### src/rtl/multicycle_control.sv
// Multicycle instruction sequencer: IDLE/EXEC/MEM/WB/BRANCH/RETIRE with a sticky FAULT.
// Strobes are decoded from state and the captured op class, and are gated off by stall.
module multicycle_control #(
    parameter int ALU_CYCLES  = 3,
    parameter int MEM_TIMEOUT = 8
) (
    input  logic       clk,
    input  logic       reset,
    input  logic       instr_valid,
    input  logic       alu,
    input  logic       ld,
    input  logic       st,
    input  logic       jump,
    input  logic       cmpJump,
    input  logic       cmpJumpEnable,
    input  logic       stall,
    input  logic       mem_ack,
    output logic       enableWrite,
    output logic       enablePC,
    output logic       enableJUMP,
    output logic       enableCMPJUMP,
    output logic       nextInstruction,
    output logic       mem_req,
    output logic       mem_we,
    output logic       fault,
    output logic [2:0] state
);

    typedef enum logic [2:0] {
        S_IDLE   = 3'd0,
        S_EXEC   = 3'd1,
        S_MEM    = 3'd2,
        S_WB     = 3'd3,
        S_BRANCH = 3'd4,
        S_RETIRE = 3'd5,
        S_UNUSED = 3'd6,
        S_FAULT  = 3'd7
    } state_t;

    // class bit positions: {cmpJump, jump, st, ld, alu}
    localparam int C_ALU  = 0;
    localparam int C_ST   = 2;
    localparam int C_JUMP = 3;

    state_t     state_q, state_d;
    logic [4:0] cls_q, cls_d;
    logic [3:0] cnt_q, cnt_d;
    logic [3:0] tmo_q, tmo_d;
    logic [4:0] flags;
    logic       onehot;

    always_ff @(posedge clk or negedge reset) begin
        if (!reset) begin
            state_q <= S_IDLE;
            cls_q   <= '0;
            cnt_q   <= '0;
            tmo_q   <= '0;
        end else begin
            state_q <= state_d;
            cls_q   <= cls_d;
            cnt_q   <= cnt_d;
            tmo_q   <= tmo_d;
        end
    end

    always_comb begin
        flags  = {cmpJump, jump, st, ld, alu};
        onehot = (flags != 5'd0) && ((flags & (flags - 5'd1)) == 5'd0);

        state_d         = state_q;
        cls_d           = cls_q;
        cnt_d           = cnt_q;
        tmo_d           = tmo_q;
        enableWrite     = 1'b0;
        enablePC        = 1'b0;
        enableJUMP      = 1'b0;
        enableCMPJUMP   = 1'b0;
        nextInstruction = 1'b0;
        mem_req         = 1'b0;
        mem_we          = 1'b0;
        fault           = 1'b0;

        unique case (state_q)
            S_IDLE: begin
                if (instr_valid && !stall) begin
                    if (!onehot) begin
                        state_d = S_FAULT;
                    end else begin
                        cls_d = flags;
                        if (alu) begin
                            state_d = S_EXEC;
                            cnt_d   = 4'(ALU_CYCLES - 1);
                        end else if (ld || st) begin
                            state_d = S_MEM;
                            tmo_d   = 4'd0;
                        end else begin
                            state_d = S_BRANCH;
                        end
                    end
                end
            end
            S_EXEC: begin
                if (!stall) begin
                    if (cnt_q == 4'd0) state_d = S_WB;
                    else               cnt_d   = cnt_q - 4'd1;
                end
            end
            S_MEM: begin
                mem_req = 1'b1;
                mem_we  = cls_q[C_ST];
                // ack in the final allowed cycle still completes the access
                if (!stall) begin
                    if (mem_ack)
                        state_d = cls_q[C_ST] ? S_RETIRE : S_WB;
                    else if (tmo_q == 4'(MEM_TIMEOUT - 1))
                        state_d = S_FAULT;
                    else
                        tmo_d = tmo_q + 4'd1;
                end
            end
            S_WB: begin
                if (!stall) begin
                    enableWrite = 1'b1;
                    state_d     = S_RETIRE;
                end
            end
            S_RETIRE: begin
                if (!stall) begin
                    enablePC        = 1'b1;
                    nextInstruction = 1'b1;
                    state_d         = S_IDLE;
                end
            end
            S_BRANCH: begin
                if (!stall) begin
                    if (cls_q[C_JUMP]) begin
                        enableJUMP      = 1'b1;
                        nextInstruction = 1'b1;
                        state_d         = S_IDLE;
                    end else if (cmpJumpEnable) begin
                        enableCMPJUMP   = 1'b1;
                        nextInstruction = 1'b1;
                        state_d         = S_IDLE;
                    end else begin
                        state_d = S_RETIRE;
                    end
                end
            end
            S_FAULT: begin
                fault = 1'b1;
            end
            default: begin
                state_d = S_FAULT;
            end
        endcase

        if (cls_q[C_ALU] && state_q == S_UNUSED) state_d = S_FAULT;
    end

    assign state = state_q;

endmodule

### config.mk
export PLATFORM = sky130hd
export DESIGN_NAME = multicycle_control
export DESIGN_NICKNAME = d
export VERILOG_FILES = /design/src/rtl/multicycle_control.sv
export SDC_FILE = /design/constraint.sdc
export NUM_CORES = 1
export LEC_CHECK = 0
export ABC_AREA = 1
export CAP_MARGIN = 0
export CORE_MARGIN = 2
export CORE_UTILIZATION = 30
export DETAILED_ROUTE_END_ITERATION = 6
export PLACE_DENSITY_LB_ADDON = 0.05
export SLEW_MARGIN = 10
export SYNTH_ARGS = -nofsm -noshare
export SYNTH_HDL_FRONTEND = slang
export SYNTH_SLANG_ARGS = --single-unit
### constraint.sdc
create_clock -name clk -period 4.19 [get_ports clk]
set_clock_uncertainty 0.2 [all_clocks]
set_input_delay 0.419 -clock clk [delete_from_list [all_inputs] [get_ports clk]]
set_output_delay 0.419 -clock clk [all_outputs]
set_load 0.02 [all_outputs]
==> results of run 1 <==
sequential cells by signal, summed over array words and instances, names as in the netlist:
| name | flops |
|---|---|
| cls_q | 3 |
| tmo_q | 4 |
| cnt_q | 4 |
| state | 3 |
per-layer routing:
layer | routed length [um] | track usage (%)
met5 | 0 | 0
met4 | 16 | 2.30
met3 | 148 | 4.33
met2 | 1430 | 24.8
met1 | 1440 | 20.8
per-stage QoR:
stage / cells / power, uW / hold slack (ns) / area [um^2]
2_1_floorplan: 190 / 748 / -0.0766 / 1210
6_report: 261 / 1030 / 0.302 / 1500
5_1_grt: 261 / 1150 / 0.321 / 1500
3_3_place_gp: 258 / 919 / 0.287 / 1460
3_5_place_dp: 258 / 920 / 0.292 / 1460
4_1_cts: 261 / 1040 / 0.306 / 1500
power groups by stage:
stage	Sequential (uW)	Combinational, uW	Clock [uW]
2_1_floorplan	242	505	0
3_3_place_gp	249	671	0
3_5_place_dp	252	668	0
4_1_cts	249	672	120
5_1_grt	257	760	129
6_report	249	667	114
cell families after synthesis:
logic type               Yosys count  synth area share (%)
AO/OA/AOI/OAI                      9                  3.94
XOR/XNOR                           3                  2.18
adder cells (fa/ha/maj)            3                  3.11
buffers and inverters             25                  8.81
flip-flops                        14                  29.0
AND/OR/NAND/NOR                  136                  53.0
Yosys cell counts:
cell type	instances
o21ai_0	4
buf_4	1
nor2_2	2
xor2_1	2
nand3_2	1
a211oi_1	1
a21oi_1	1
nand2_2	10
buf_6	1
inv_1	18
ha_1	3
nand3_1	25
dfrtp_1	14
nand2_4	3
nand3b_1	1
nor3_1	2
xnor2_1	1
o21ai_1	3
inv_2	4
nand2_1	59
nor2_4	4
nor4_1	1
nor2_1	28
buf_2	1
cells in the final DEF, fill, tap and decap left out:
| cell type | Yosys | final |
|---|---|---|
| ha_1 | 3 | 3 |
| nand3_2 | 1 | 1 |
| nor2_1 | 28 | 28 |
| nand3_1 | 25 | 25 |
| clkbuf_8 | 0 | 3 |
| nand2_2 | 10 | 10 |
| xor2_1 | 2 | 2 |
| nor2_4 | 4 | 4 |
| o21ai_1 | 3 | 3 |
| a21oi_1 | 1 | 1 |
| nand2_1 | 59 | 59 |
| nor2_2 | 2 | 2 |
| xnor2_1 | 1 | 1 |
| nor3_1 | 2 | 2 |
| nand3b_1 | 1 | 1 |
| inv_1 | 18 | 18 |
| dfrtp_1 | 14 | 14 |
| o21ai_0 | 4 | 4 |
| inv_2 | 4 | 4 |
| nor4_1 | 1 | 1 |
| nand2_4 | 3 | 3 |
| a211oi_1 | 1 | 1 |
| clkdlybuf4s50_1 | 0 | 21 |
how the worst max path moves through the flow:
stage                            endpoint  slack (ns)
after floorplan             enableCMPJUMP        2.14
after global placement      enableCMPJUMP        1.69
after detailed placement    enableCMPJUMP        1.68
after CTS                 nextInstruction        1.49
after global routing      nextInstruction        1.28
final                     nextInstruction        1.50
worst max-delay path: cells and delay by family (launching register included):
| family | cells | cell delay, ns |
|---|---|---|
| compound gates | 1 | 0.17 |
| buf+inv | 3 | 0.88 |
| simple gates | 1 | 0.19 |
| flops | 1 | 0.58 |
cell type report:
| type | instances | area (um^2) | area share [%] |
|---|---|---|---|
| clock buffer | 3 | 41.3 | 2.76 |
| inverter | 22 | 82.6 | 5.51 |
| multi-input combinational | 151 | 751 | 50.1 |
| sequential | 14 | 350 | 23.4 |
| tap | 50 | 62.6 | 4.18 |
| timing repair buffer | 21 | 210 | 14.0 |
==> out/metrics.yaml, run 1 <==
pre_cts_ws_ns: 1.68
end_kind: "output pin"
cts_resized: 0
reg2reg_setup_slack_ns: 2.36
worst_slew_pin_slew_ns: 0.683
p_seq_share_pct: 24.2
yosys_warnings: 0
slew_viol_final: 0
intPower_uw: 485
ant_nets: 0
clk_latency_ns: 0.25
grt_pass1_vias: 1123
gp_congestion: 0.832
fp.dieArea_mm2: 0.00455
tns_ns: 0
crit_fanout: 9
min_path_cells: 2
p_sw_share_pct: 52.9
hold_path_class: "flop to flop"
nFillCells: 424
synth_seq_cells: 14
root_buffer: "clkbuf_8"
clockPowerShare_pct: 11.1
min_from: "cnt_q[0]"
max_freq_mhz: 372
p_per_area_mw_per_mm2: 688
ctsHoldBuffers: 0
drtIter0Drc: 77
power_switching_uw: 545
wl_per_cell_um: 11.6
hold-path-endpoint: "cnt_q[0]"
cpPeakStageDelay_ns: 0.64
grt_max_degree: 15
grt_setup_unrepaired: "no"
reg2reg_to: "cnt_q[0]"
status: "complete, no violations"
dieWidth_um: 67.4
grt_first_pass_wirelength_mm: 5.22
required_ns: 3.57
ios: 22
ys_types: 24
cts_max_level: 1
critPathLaunch: "state[2]"
netlist.area_leader.share_pct: 29.0
post_cts_buffers: 0
via_per_inst: 4.66
syn_area_per_cell_um2: 6.35
maxCapViolCount: 0
slew_headroom_pct: 54.3
grt_usage_pct: 15.4
portBuffers: 21
synthesis.nets: 204
seq_area_frac_synth_pct: 29.0
floorplan.initialDensity_pct: 30.6
cpMostUsedCell: "inv_1"
peakVddDrop_mv: 0.231
syn_area_mm2: 0.00121
static-leakage-power_uw: 0.000752
setup_viol_count_final: 0
period_minus_slack_ns: 2.69
drtPass1Iterations: 4
worstSetupPathType: "flop to output pin"
drt-total-wl_mm: 3.03
syn_inst: 190
hold_violations: 0
drc: 0
clockBufferDepth: 2
row_count: 23
layout-drive-gt1-share_pct: 12.8
period_share_pct: 64.2
gr-total-overflow: 0
worstPathArrival_ns: 2.07
cp_cell_sequence: "inv_1, nor2_1, inv_1, a211oi_1, clkdlybuf4s50_1"
reg2reg_from: "state[1]"
utilization_pct: 38.0
antenna_cells: 0
core_mm2: 0.00394
synth_top_area_cell: "dfrtp_1"
die_height_um: 67.4
cts.sink_count: 14
reg2reg_depth: 10
syn_to_final_growth_pct: 24.0
ys_top_cells_by_area: "dfrtp_1 (29%), nand2_1 (18%), nand3_1 (10%)"
cts_buffers: 3
setup_slack_ns: 1.50
combPwrFrac_pct: 64.7
final_nets: 227
cp_slowest_cell: "clkdlybuf4s50_1"
hpwl_mm: 2.40
antenna_found_initial: 0
cts_tree: "built"
vias: 1216
critPathLaunchType: "flop"
clk_pin_slew_ns: 0.06
Note: power is estimated with default switching activity, not from simulation.
==> run 2: changes to the inputs <==
==> constraint.sdc (replaced) <==
create_clock -name clk -period 2.8 [get_ports clk]
set_clock_uncertainty 0.2 [all_clocks]
set_input_delay 0.28 -clock clk [delete_from_list [all_inputs] [get_ports clk]]
set_output_delay 0.28 -clock clk [all_outputs]
set_load 0.02 [all_outputs]
==> run 2 against run 1 <==
Effect of this change: combinational power rose by 49%; largest power group unchanged; final area is 0.92% higher; critical endpoint unchanged; clock power is 79% higher; sequential power increased by 49%; first-iteration DRC count up 43%; critical path depth is the same; highest routed layer unchanged; total power grew 52%; global-route usage is essentially flat; die area did not move.
==> out/metrics.yaml, run 2 (synthesized netlist as in run 1, its figures left out) <==
setup_viol_count_final: 0  # unchanged
top_usage_layer: "met2"
final_area_mm2: 0.00151  # +0.92%
vias: 1207  # -0.74%
drc: 0  # unchanged
nFillCells: 403  # -5.0%
hpwl_mm: 2.41  # +0.66%
drt-total-wl_mm: 3.06  # +0.96%
floorplan.initialDensity_pct: 30.6  # unchanged
worst_slew_pin_slew_ns: 0.728  # +0.0445 ns
cts_resized: 0  # unchanged
grt_usage_pct: 15.4  # about the same
use_met3_pct: 3.83  # -0.50 points
critPathLaunch: "state[2]"
grt_first_pass_wirelength_mm: 5.15  # -1.5%
hold_path_class: "primary input to asynchronous set/reset pin"
setup_slack_ns: 0.248  # -1.25 ns
root_buffer: "clkbuf_8"
cp-endpoint: "nextInstruction"
status: "complete, no violations"
dieWidth_um: 67.4  # unchanged
ios: 22  # unchanged
p_per_area_mw_per_mm2: 1040  # +51%
grt.met1_usage_pct: 20.2  # -0.61 points
grt_setup_unrepaired: "no"
slew_viol_final: 0  # unchanged
cts_buffers: 3  # unchanged
antenna_cells: 0  # unchanged
cpPeakStageDelay_ns: 0.65  # about the same
worstSetupPathType: "flop to output pin"
clockBufferDepth: 2  # unchanged
fp.dieArea_mm2: 0.00455  # unchanged
end_kind: "output pin"
tns_ns: 0  # unchanged
period_share_pct: 91.2
postPlaceCellArea_mm2: 0.00146  # unchanged
reg2reg_setup_slack_ns: 0.99  # -1.37 ns
via_per_inst: 4.61  # -1.1%
worstPathArrival_ns: 2.07  # about the same
slew_headroom_pct: 51.3  # -3.0 points
portBuffers: 21  # unchanged
ctsHoldBuffers: 0  # unchanged
cts_tree: "built"
critPathLaunchType: "flop"
die_height_um: 67.4  # unchanged
mostFrequentLayoutCell: "nand2_1"
final_cell_mix: "nand2_1 (59), nor2_1 (28), nand3_1 (25)"
row_count: 23  # unchanged
crit_fanout: 9  # unchanged
reg2reg_depth: 10  # unchanged
max_freq_mhz: 392
required_ns: 2.32  # -1.25 ns
core_mm2: 0.00394  # unchanged
reg2reg_from: "state[2]"
grt_pass1_vias: 1120  # -0.27%
antenna_found_initial: 0  # unchanged
reg_top3: "cnt_q x4, tmo_q x4"
cpMostUsedCell: "inv_1"
gr-total-overflow: 0  # unchanged
cts_max_level: 1  # unchanged
layout-drive-gt1-share_pct: 13.2  # +0.41 points
peakVddDrop_mv: 0.317  # +38%
drtIter0Drc: 110  # +43%
static-leakage-power_uw: 0.000759  # +0.96%
clk_pin_slew_ns: 0.06  # about the same
wl_per_cell_um: 11.7  # +0.57%
cp_cell_sequence: "inv_1, nor2_1, inv_1, a211oi_1, clkdlybuf4s50_1"
post_cts_buffers: 0  # unchanged
pre_cts_ws_ns: 0.513  # -1.17 ns
gp_congestion: 0.826  # -0.72%
period_minus_slack_ns: 2.55
cp_slowest_cell: "clkdlybuf4s50_1"
drtPass1Iterations: 4  # unchanged
reg2reg_to: "cnt_q[0]"
final_nets: 227  # unchanged
clk_latency_ns: 0.25  # about the same
ant_nets: 0  # unchanged
maxCapViolCount: 0  # unchanged
cts.sink_count: 14  # unchanged
hold_violations: 0  # unchanged
grt_max_degree: 15  # unchanged
use_met2_pct: 25.0  # +0.25 points
syn_to_final_growth_pct: 25.2
## run 2: worst min-delay path by stage
stage	slack, ns	start	cells after the start	endpoint
after floorplan	-0.22	reset	0	cls_q[0]
after global placement	0.28	cnt_q[0]	2	cnt_q[0]
after detailed placement	0.29	cls_q[0]	2	cls_q[0]
after CTS	0.29	reset	1	state[1]
after global routing	0.33	reset	1	state[1]
final	0.27	reset	1	state[1]
## run 2: per-layer routing
| layer | share of wire (%) | vias to the layer above | wire length (um) |
|---|---|---|---|
| met1 | 47 | 534 | 1430 |
| met3 | 5.6 | 4 | 172 |
| met5 | 0 | - | 0 |
| li1 | - | 639 | - |
| met4 | 1.5 | 0 | 45 |
| met2 | 46 | 30 | 1410 |
## run 2: metrics by stage
stage	std cells	power (uW)	hold WS [ns]	utilization [%]
detailed placement	258	1380	0.291	36.9
CTS	262	1590	0.293	38.3
finish	262	1570	0.266	38.3
global route	262	1740	0.330	38.3
global placement	258	1380	0.283	36.9
floorplan	190	1120	-0.216	-
## run 2: critical path: cells and delay by family, from the launching register on
| kind | cells | cell delay (ns) |
|---|---|---|
| AO/OA/AOI/OAI | 1 | 0.18 |
| buffers and inverters | 3 | 0.89 |
| flip-flops | 1 | 0.58 |
| AND/OR/NAND/NOR | 1 | 0.18 |
## run 2: power by group
| part | internal (uW) | leakage (uW) | switching, uW |
|---|---|---|---|
| Combinational | 363 | 0.000547 | 634 |
| Clock | 125 | 0.0000288 | 79.8 |
| Sequential | 267 | 0.000184 | 102 |
| Total | 755 | 0.000759 | 816 |
## run 2: layout make-up
cell class                 count  area, um^2  share of cell area, %
sequential                    14         350                   23.2
tap                           50        62.6                   4.14
timing repair buffer          21         210                   13.9
multi-input combinational    151         751                   49.7
clock buffer                   4        55.1                   3.64
inverter                      22        82.6                   5.46
==> edit 1 (settings of run 2) <==
Put a register stage on the output `fault`, cleared by the reset. The value now appears one clock later. The other outputs are not delayed to match.
--- a/src/rtl/multicycle_control.sv
+++ b/src/rtl/multicycle_control.sv
@@ -44,2 +44,4 @@
 
+    logic fault_d;
+
     state_t     state_q, state_d;
@@ -80,3 +82,3 @@
         mem_we          = 1'b0;
-        fault           = 1'b0;
+        fault_d         = 1'b0;
 
@@ -149,3 +151,3 @@
             S_FAULT: begin
-                fault = 1'b1;
+                fault_d = 1'b1;
             end
@@ -161,2 +163,10 @@
 
+    always_ff @(posedge clk or negedge reset) begin
+        if (!reset) begin
+            fault <= '0;
+        end else begin
+            fault <= fault_d;
+        end
+    end
+
 endmodule
Formal check against the unedited RTL: not equivalent (a bounded check fails within 4 cycles, from zero or initial values and one cycle with reset low).
==> edit 1 against run 2 <==
- design area up 5.3%
- setup slack improved by 1.9 ps
- first-iteration DRC count fell by 51%
- wire length grew 3.1%
- synthesized area is 9.2% higher
- power rose by 7.0%
- die area up 8.7%
- synthesized cell count increased by 2.1%
- sequential cell count is 1 higher
- non-clock buffer count grew 1
- sequential power up 8.4%
- worst hold slack better by 1.3 ps
- largest power group unchanged
==> edit 1: results (changes against run 2) <==
status = complete, no violations (unchanged)
first-pass GRT wire length = 5120 microns (was 5150 microns)
drt via density = 4.73 (was 4.61)
final RePlAce weighted congestion = 0.814 (was 0.826)
initial antenna violation count = 0 (unchanged)
worst hold path class = in2async (unchanged)
root buf cell = clkbuf_8 (unchanged)
post-synthesis xor/xnor area fraction = 0.0199 (was 0.0218)
hold_ws = 267 ps (was 266 ps)
Worst VDD drop = 292 uV (was 317 uV)
nets@finish = 230 (was 227)
HPWL after DPL = 2510 microns (was 2410 microns)
postcts setup bufs = 0 (unchanged)
drt wl/cell = 11.8 microns (was 11.7 microns)
port buffer count = 21 (unchanged)
Max Slew Vio Count = 0 (unchanged)
clk_lat worst skew = 250 ps (about the same)
Post-CTS Resized = 0 (unchanged)
yosys warns = 0 (unchanged)
Pleak = 0.817 nW (was 0.759 nW)
diode count = 0 (unchanged)
Adder-Cell Fraction of Synth Area = 0.0285 (was 0.0311)
sequential fraction of the synthesis area = 0.285 (was 0.290)
Post-Synthesis Net Count = 208 (was 204)
CTS Buf Count = 3 (unchanged)
depth of the CTS H-tree = 1 (unchanged)
final worst path period share = 0.911 (was 0.912)
placed cell count = 263 (was 258)
crit-path max FO = 9 (unchanged)
CTS clk-pin slew, worst paths = 70 ps
ranking of synthesized cells by area = dfrtp_1 (28%), nand2_1 (19%), nand3_1 (9.5%) (was dfrtp_1 (29%), nand2_1 (18%), nand3_1 (10%))
top flop regs = cnt_q: 4 flops, tmo_q: 4 flops (unchanged)
Cell Area, Placed = 0.00155 sq mm (was 0.00146 sq mm)
share of cells above drive strength 1 = 0.158 (was 0.132)
proportion of synthesized area in mux cells = 0 (unchanged)
First-pass DRT Iterations = 4 (unchanged)
Unique masters post-synth = 26 (was 24)
CTS max path bufs = 2 (unchanged)
vias in the first global route = 1,131 (was 1,120)
commonest cells in the netlist = nand2_1 (65), nand3_1 (25), nor2_1 (21) (was nand2_1 (59), nor2_1 (28), nand3_1 (25))
Mapped Cells = 194 (was 190)
reg2reg setup slack = 1030 ps (was 990 ps)
post-synthesis compound-gate area fraction = 0.0389 (was 0.0394)
via count = 1,262 (was 1,207)
worst-margin pin slew = 751 ps (was 728 ps)
Async SR Flop Fraction = 1.00 (unchanged)
pin count of the biggest net entering global routing = 16 (was 15)
pre-CTS setup slack = 437 ps (was 513 ps)
gr usage total = 0.130 (was 0.154)
First DRT Iteration DRCs = 54 (was 110)
[edit 1: cell count changes in the layout (fill, tap and decap cells not counted), sizes merged]
cell and delta:
nor4 -1, nor3 +1, clkbuf -1, nand2 +3, a211oi -1, clkinv +1, a21oi +2, o21ai -3
nand3 +4, nor2 -5, a2111oi +1, dfrtp +1, buf +1
[edit 1: path summary, 6_finish.rpt]
path	startpoint	depth (start not counted)	endpoint
max in group asynchronous	reset	1	cnt_q[1]
hold / removal	reset	1	state[2]
setup / recovery	state[1]	5	mem_we
hold reg to reg	cls_q[0]	2	cls_q[0]
setup reg to reg	state[1]	9	state[0]
min in group clk	cls_q[0]	2	cls_q[0]
[edit 1: report_power, final]
group	leakage (nW)	internal, mW	total [mW]	switching (mW)
Combinational	0.594	0.405	1.09	0.689
Clock	0.0255	0.0988	0.185	0.0867
Sequential	0.197	0.293	0.401	0.108
[edit 1: cell families after synthesis]
group	Yosys count
xor+xnor	3
flops	15
buf+inv	27
compound gates	8
fa+ha+maj	3
simple gates	138
[edit 1: routing by layer]
metal,wire (microns),vias to the layer above,global-route usage,part of all wire
met2,1440,28,0.218,0.46
met5,0,-,0,0
met3,128,5,0.0216,0.041
li1,-,647,-,-
met1,1540,582,0.169,0.49
met4,42,0,0.0449,0.013
[edit 1: cell type report]
| type | instances | area [sq um] |
|---|---|---|
| fillers | 467 | 2700 |
| multi-input cells | 152 | 797 |
| flip-flops and latches | 15 | 375 |
| repair buffers | 22 | 218 |
| inverters | 22 | 90.1 |
| well taps | 52 | 65.1 |
| clock buffers | 3 | 41.3 |
| clock inverters | 1 | 5.00 |
[edit 1: worst max-delay path, stage by stage (launching register included)]
cell and delay, ps:
dfrtp_1 620, inv_2 120, nor2_2 150, nand2_1 180, nor2_1 130, clkdlybuf4s50_1 610
==> edit 2 (flow settings as in run 2) <==
Without the edit above. Set the parameter `MEM_TIMEOUT` to 4 (it was 8).
--- a/src/rtl/multicycle_control.sv
+++ b/src/rtl/multicycle_control.sv
@@ -4,3 +4,3 @@
     parameter int ALU_CYCLES  = 3,
-    parameter int MEM_TIMEOUT = 8
+    parameter int MEM_TIMEOUT = 4
 ) (
Check against the original RTL: not equivalent (a bounded check fails within 10 cycles, from zero or initial values and one cycle with reset low).
==> edit 2 against run 2 <==
- first-iteration DRC count is 55% lower
- cell count is 0.38% higher
- design area is 5.0% higher
- synthesized area is 9.3% higher
- power is 6.9% higher
- wire length is 6.8% higher
- register-to-register slack worse by 30 ps
- critical path depth stayed put
- non-clock buffer count stayed put
- setup slack better by 5.4 ps
- sequential cell count stayed put
- critical path type unchanged
- largest power group unchanged
==> edit 2: results (changes against run 2) <==
crit-path max FO = 10 (was 9)
share of cells above drive strength 1 = 0.147 (was 0.132)
critical path's slowest cell = dfrtp_1 (was clkdlybuf4s50_1)
placed cell count = 260 (was 258)
HPWL after DPL = 2610 microns (was 2410 microns)
Int Power = 775 uW (was 755 uW)
met1 wire length = 1670 microns (was 1430 microns)
post-synthesis xor/xnor area fraction = 0.0199 (was 0.0218)
first-pass GRT wire length = 5640 microns (was 5150 microns)
fillers = 489 (was 403)
final RePlAce weighted congestion = 0.839 (was 0.826)
vias in the first global route = 1,179 (was 1,120)
post-synthesis compound-gate area fraction = 0.0218 (was 0.0394)
CP peak stage delay = 670 ps (was 650 ps)
Pleak = 0.772 nW (was 0.759 nW)
sequential fraction of the synthesis area = 0.265 (was 0.290)
Signal buf overhead = 0.132 (was 0.139)
via count = 1,203 (was 1,207)
DR WL met3 = 101 microns (was 172 microns)
status = complete, no violations (unchanged)
clkbuf count = 3 (was 4)
hold_ws = 266 ps (about the same)
Mapped Cells = 192 (was 190)
R2R Path Start = state[1] (was state[2])
Unique masters post-synth = 29 (was 24)
==> edit 2: cell count changes after synthesis, sizes merged, moves of 2 or more <==
cell / run 2 / this run
buf: 3 / 5
nand3: 26 / 18
o21ai: 7 / 4
inv: 22 / 18
nand4: 0 / 7
nand2: 72 / 79
==> edit 2: worst register-to-register path, stage by stage (launching register included) <==
cell and delay, ps:
dfrtp_1 640, inv_6 80, nor2_2 120, nand2_2 140
nand2_1 140, inv_1 50, nor2_1 140, nand3_1 90
nand2_1 80, nand2_1 50
==> edit 2: worst max-delay path by stage <==
| stage | slack, ps | cells past startpoint | startpoint | end |
|---|---|---|---|---|
| finish | 250 | 5 | state[2] | nextInstruction |
| detailed placement | 490 | 3 | stall | nextInstruction |
| global placement | 550 | 3 | stall | nextInstruction |
| floorplan | 870 | 4 | state[1] | enableCMPJUMP |
| global route | 100 | 5 | state[2] | nextInstruction |
| CTS | 220 | 5 | state[2] | nextInstruction |
